[src/rtl/better_neighbor_writer.sv]
// Builds the better-neighbor table in node memory: every offered neighbor whose Q-value beats
// the latched best goes to consecutive slots, then the entry count is written once.
module better_neighbor_writer #(
   parameter int                    WORD_WIDTH  = 16,
   parameter logic [WORD_WIDTH-1:0] TABLE_BASE  = 16'h668,
   parameter logic [WORD_WIDTH-1:0] COUNT_ADDR  = 16'h68C,
   parameter int                    ADDR_STRIDE = 2,
   parameter int                    MAX_ENTRIES = 18
) (
   input  logic                  clock,
   input  logic                  nreset,
   input  logic                  start_collect,
   input  logic [WORD_WIDTH-1:0] mybest,
   input  logic [WORD_WIDTH-1:0] MY_NODE_ID,
   input  logic [WORD_WIDTH-1:0] nbr_id,
   input  logic [WORD_WIDTH-1:0] nbr_qvalue,
   input  logic                  nbr_valid,
   input  logic                  nbr_last,
   output logic                  nbr_ready,
   output logic [WORD_WIDTH-1:0] address,
   output logic [WORD_WIDTH-1:0] data_out,
   output logic                  wr_en,
   output logic [WORD_WIDTH-1:0] count,
   output logic                  overflow,
   output logic                  done,
   output logic [7:0]            cstate
);

   typedef enum logic [1:0] {
      IDLE        = 2'd0,
      COLLECT     = 2'd1,
      WRITE_COUNT = 2'd2,
      DONE        = 2'd3
   } state_t;

   localparam logic [WORD_WIDTH-1:0] MAX_CNT  = WORD_WIDTH'(MAX_ENTRIES);
   localparam logic [WORD_WIDTH-1:0] STRIDE_W = WORD_WIDTH'(ADDR_STRIDE);
   localparam logic [WORD_WIDTH-1:0] ONE      = WORD_WIDTH'(1);

   state_t                state;
   logic [WORD_WIDTH-1:0] mybest_q;
   logic                  qualify;

   assign nbr_ready = (state == COLLECT);
   assign cstate    = {6'b0, state};

   // Strictly-lower Q is better; our own ID never enters the table.
   assign qualify = (nbr_qvalue < mybest_q) && (nbr_id != MY_NODE_ID);

   // NOTE: every register here is state, so all updates are non-blocking; a blocking write would
   // let later statements in the same edge see the new value and break the old-count addressing.
   always_ff @(posedge clock) begin
      if (!nreset) begin
         state    <= IDLE;
         address  <= '0;
         data_out <= '0;
         count    <= '0;
         mybest_q <= '0;
         wr_en    <= 1'b0;
         overflow <= 1'b0;
         done     <= 1'b0;
      end else begin
         wr_en <= 1'b0;
         case (state)
            IDLE, DONE: begin
               if (state == DONE)
                  done <= 1'b1;
               if (start_collect) begin
                  mybest_q <= mybest;
                  count    <= '0;
                  overflow <= 1'b0;
                  done     <= 1'b0;
                  state    <= COLLECT;
               end
            end
            COLLECT: begin
               if (nbr_valid) begin
                  if (qualify) begin
                     if (count < MAX_CNT) begin
                        wr_en    <= 1'b1;
                        address  <= TABLE_BASE + STRIDE_W * count;
                        data_out <= nbr_id;
                        count    <= count + ONE;
                     end else begin
                        overflow <= 1'b1;
                     end
                  end
                  if (nbr_last)
                     state <= WRITE_COUNT;
               end
            end
            WRITE_COUNT: begin
               wr_en    <= 1'b1;
               address  <= COUNT_ADDR;
               data_out <= count;
               state    <= DONE;
            end
            default: state <= IDLE;
         endcase
      end
   end

endmodule
[config.mk]
export PLATFORM = sky130hd
export DESIGN_NAME = better_neighbor_writer
export DESIGN_NICKNAME = d
export VERILOG_FILES = /design/src/rtl/better_neighbor_writer.sv
export SDC_FILE = /design/constraint.sdc
export NUM_CORES = 1
export LEC_CHECK = 0
export BUFFER_PORTS_ARGS = -buffer_cell sky130_fd_sc_hd__clkbuf_2
export CORE_UTILIZATION = 35
export DETAILED_ROUTE_END_ITERATION = 16
export GPL_TIMING_DRIVEN = 0
export PLACE_DENSITY = 0.7
export SYNTH_ARGS = -nofsm -noshare
export SYNTH_HDL_FRONTEND = slang
export SYNTH_SLANG_ARGS = --single-unit
[constraint.sdc]
create_clock -name clock -period 5.31 [get_ports clock]
set_input_delay 0.7965 -clock clock [delete_from_list [all_inputs] [get_ports clock]]
set_output_delay 0.7965 -clock clock [all_outputs]
set_load 0.02 [all_outputs]
# After elaboration in Yosys (flattened, before gate mapping)
# Index checks and enable logic that the tools add are counted.
[totals] register_bits=69 in_bits=69 output_inout_bits=60 wordCells=62
[op_classes] addsub=2 magnitude_cmp=2 n_eq_ne=10 n_mux=28 reduce_logical=12
[ops] operator="16-bit two-way mux" n=10
[ops] operator="16-bit one-hot mux with 2 select lines" n=3
[ops] operator="11-bit by 16-bit adder with 16-bit output, first input constant" n=1
[ops] operator="16-bit by 1-bit adder with 16-bit output, second input constant" n=1
[ops] operator="16-bit less-than comparator" n=1
[ops] operator="16-bit by 5-bit less-than comparator with 1-bit output, second input constant" n=1
[ops] operator="16-bit != test" n=1
[ops] operator="5-bit AND reduction" n=2
[ops] operator="1-bit two-way mux" n=9
[ops] operator="2-bit != test, second input constant" n=4
[ops] operator="2-bit two-way mux" n=3
[ops] operator="2-bit one-hot mux with 3 select lines" n=1
[ops] operator="2-bit nonzero test" n=3
[ops] operator="2-bit equality test, second input constant" n=2
[ops] operator="2-bit by 1-bit != test with 1-bit output, second input constant" n=2
[ops] operator="1-bit one-hot mux with 2 select lines" n=2
[ops] operator="2-bit AND reduction" n=2
[ops] operator="4-bit AND reduction" n=1
[ops] operator="3-bit AND reduction" n=1
[ops] operator="2-bit by 1-bit equality test with 1-bit output, second input constant" n=1
[ops] operator="2-bit logical NOT" n=1
[ops] operator="2-bit OR reduction" n=1
[ops] operator="1-bit logical AND" n=1

# Depth between registers and ports, before layout
[logic_depth] ltp_word=5 depth_mapped=11 depth_no_buf=8

# Worst setup path before layout
# Ideal clock, no wire load.
[synth_timing] kind="in2reg" start="input port nbr_qvalue[15]" end="register count[3]" setup_time_ns=0.070 arrival_ns=2.587 required_time_ns=5.240 path_slack_ns=2.653 stages=8 path_buffers=1 cell_sequence="ha_1 > a21oi_1 > o21ai_0 > or3_1 > nand4bb_1 > buf_2 > or4_1 > a21oi_1"
[synth_between] elab_chain_cells=4
[synth_lines] item="from (decl)" line_no="16" source="input logic [WORD_WIDTH-1:0] nbr_qvalue,"
[synth_lines] item="16-bit less-than comparator" line_no="48" source="assign qualify = (nbr_qvalue < mybest_q) && (nbr_id != MY_NODE_ID);"
[synth_lines] item="1-bit logical AND" line_no="48"
[synth_lines] item="2-bit by 1-bit != test with 1-bit output (no line)"
[synth_lines] item="5-bit AND reduction (no line)"
[synth_lines] item="to (signal assigned)" line_no="83" source="count <= count + ONE;"
[synth_lines] item="to (decl)" line_no="23" source="output logic [WORD_WIDTH-1:0] count,"
# No other way between the ends.
# A chain may end at the register's enable or synchronous reset.

# Final worst setup path
[layout_timing] start="register count[2]" end="register data_out[5]"
[layout_between] elab_chain_cells=3
[layout_lines] item="16-bit by 5-bit less-than comparator with 1-bit output" line_no="79" source="if (count < MAX_CNT) begin"
[layout_lines] item="2-bit by 1-bit != test with 1-bit output (no line)"
[layout_lines] item="4-bit AND reduction (no line)"
[layout_lines] item="to (signal assigned)" line_no="82" source="data_out <= nbr_id;"
[layout_lines] item="to (signal assigned)" line_no="95" source="data_out <= count;"
[layout_lines] item="to (decl)" line_no="21" source="output logic [WORD_WIDTH-1:0] data_out,"
# No other way between the ends.

==> impl_metrics.yaml <==
logic_synthesis:
  netlist_area_um2: 3400
  synthXorXnorAreaFrac: 0.0490
  muxShareOfSynthArea: 0.0471
  synth_top_area_share: 0.400
  postSynthAreaPerCell_um2: 8.69
  synth-simple-area-share: 0.202
  synth_area_leader_cell: "dfxtp_1"
  synth-compound-area-share: 0.142
  synth_top_family_by_area: "simple AND/OR/NAND/NOR gates"
  ys_ff_latch: 68
  synthAdderAreaFrac: 0.0847
  synth.area.top_cells: "dfxtp_1 (40%), ha_1 (8.5%), a21oi_1 (4.9%), nand2_1 (4.7%), mux2i_1 (4.7%)"
  synth_warnings: 0
  synth_cell_type_count: 40
  synth_edf_count: 0
  synth-seq-area-share: 0.400
  synthArstFlopShare: 0
  synthTopCellsByCount: "dfxtp_1 (68), nand2_1 (43), a21oi_1 (33)"
  syn-instance-count: 391
  synth.most_common_cell: "dfxtp_1"
  synth_ff_type: "dfxtp_1"
die:
  ios: 129
  core_area_um2: 9330
  die_h_um: 101
  die_x_um: 101
  dieArea_um2: 10100
  fp-row-count: 35
  start_util: 0.364
clocking:
  cts_buffer_depth: 2
  insertion_delay_ns: 0.34
  path_clk_slew_ns: 0.08
  cts_resized: 0
  cts_buffers: 9
  ctsHoldBuffers: 0
  cts_htree_levels: 3
  cts_sinks: 68
  clockRootBuffer: "clkbuf_8"
  post_cts_buffers: 0
  cts_tree: "done"
final_layout:
  drive_above_1_share: 0.293
  stdcell_area_um2: 4380
  antennaDiodeCount: 0
  area_delta_synth_final_pct: 28.9
  final_nets: 621
  layoutNonFillerInstCount: 662
  utilization: 0.470
place:
  dp_slack_ns: 2.34
  routabilityCongestion: 0.835
  place_area_um2: 4190
  place_inst: 647
  hpwl_um: 7290
  portBuffers: 121
worst_setup_path:
  r2r_cells: 11
  critPathMostFrequentCell: "buf_2"
  path_cells: "clkbuf_1, inv_1, ha_1, a21boi_0, o2111ai_1, a21oi_1, nand4bb_1, buf_2, nand2_1, buf_2, a211oi_1"
  crit_slowest_cell: "dfxtp_1"
  cp-start-kind: "flop"
  cp_data_arrival_time_ns: 2.92
  r2r-start: "count[2]"
  worstPathRequired_ns: 5.52
  cpPeakStageDelay_ns: 0.35
  timing.rr.end: "data_out[5]"
  regToRegSetupSlack_ns: 2.59
  cp-end-kind: "flop"
  critPathKind: "reg -> reg"
  cp_max_fo: 10
timing:
  hold-worst-slack_ns: 0.456
  fin_skew_ns: 0.0107
  fin_ws_ns: 2.59
  worst_slew_pin_slew_ns: 0.655
  rsz0062_at_grt: "false"
  hold_viol: 0
  fmax_mhz: 368
  drv_slew: 0
  tns_ns: 0
  max_slew_margin: 0.563
  finalSetupViolCount: 0
  min_period_ns: 2.72
  fin_crit_sh: 0.512
pwr:
  cellLeakagePower_nw: 1.91
  pwr_density_cell_nw_per_um2: 438
  ir_worst_vdd_mv: 0.159
  p_total_mw: 1.92
grt:
  grt_pass1_wl_um: 14100
  grt_util_all_layers: 0.181
  grt_max_degree: 12
  gr-total-overflow: 0
  antenna_found_initial: 0
  grt_pass1_vias: 2912
worst_hold_path:
  min_delay_path_depth: 2
  min_to: "mybest_q[1]"
  hold_class: "reg -> reg"
  hold_start: "mybest_q[1]"
detailed_routing:
  ant_nets: 0
  remaining_drc_errors: 0
  drt_wl_total_um: 9240
  dr.pass1.iters: 6
  wl_per_cell_um: 14.0
  routed_via_density: 4.92
  drt-initial-drc-count: 132
  via_count: 3254
job:
  drv_cap: 0
status:
  status: "finished, final reports clean"
## logic make-up after synthesis
group	Yosys count
simple gates	134
compound gates	74
flops	68
buf+inv	56
fa+ha+maj	23
xor+xnor	19
mux	16
other cells	1
## layer usage
| metal | wire length [µm] | vias up | track usage |
|---|---|---|---|
| li1 | - | 1635 | - |
| met1 | 4180 | 1510 | 0.232 |
| met2 | 4430 | 97 | 0.301 |
| met3 | 479 | 12 | 0.0361 |
| met4 | 138 | 0 | 0.0713 |
| met5 | 0 | - | 0 |
## state kept, by name, summed over array words and instances (netlist names)
name      count
count        16
overflow      1
wr_en         1
mybest_q     16
done          1
state         2
data_out     16
address      15
## layout make-up
type	instances	area, µm²
fill	936	4950
multi-input combinational	273	1810
sequential	68	1360
timing repair buffer	121	606
tap	129	161
buffer	31	156
clock buffer	11	141
inverter	25	93.8
clock inverter	4	50.0
## worst max-delay path, delay by kind of cell, from the launching register on
kind            cells  cell delay, ns
buf+inv             4            0.90
compound gates      4            0.77
simple gates        2            0.37
flops               1            0.35
fa+ha+maj           1            0.21
## worst max path at each step
stage | from | endpoint | slack (ns) | cells past startpoint
after global placement | nbr_qvalue[15] | address[10] | 2.40 | 10
after detailed placement | nbr_qvalue[11] | data_out[6] | 2.34 | 10
after floorplan | nbr_qvalue[15] | count[3] | 2.65 | 8
final | count[2] | data_out[5] | 2.59 | 11
after CTS | count[2] | data_out[5] | 2.60 | 11
after global routing | count[2] | data_out[5] | 2.33 | 11
## power breakdown
part           total [mW]  internal, mW  leakage (nW)  switching [mW]
clock               0.419         0.227        0.0914           0.192
sequential          0.678         0.614         0.554          0.0640
combinational       0.823         0.302          1.27           0.521
## cell usage in the layout (no fill, tap or decap), types with 12 or more instances in the layout
master    netlist  routed
a211oi_1       19      19
a21oi_1        33      33
clkbuf_1       15      16
clkbuf_2        0     121
dfxtp_1        68      68
ha_1           23      23
inv_1          23      23
mux2i_1        16      16
nand2_1        43      43
nand3_1        12      12
nor3_1         29      29
xnor2_1        18      18
Note: power is estimated with default switching activity, not from simulation.
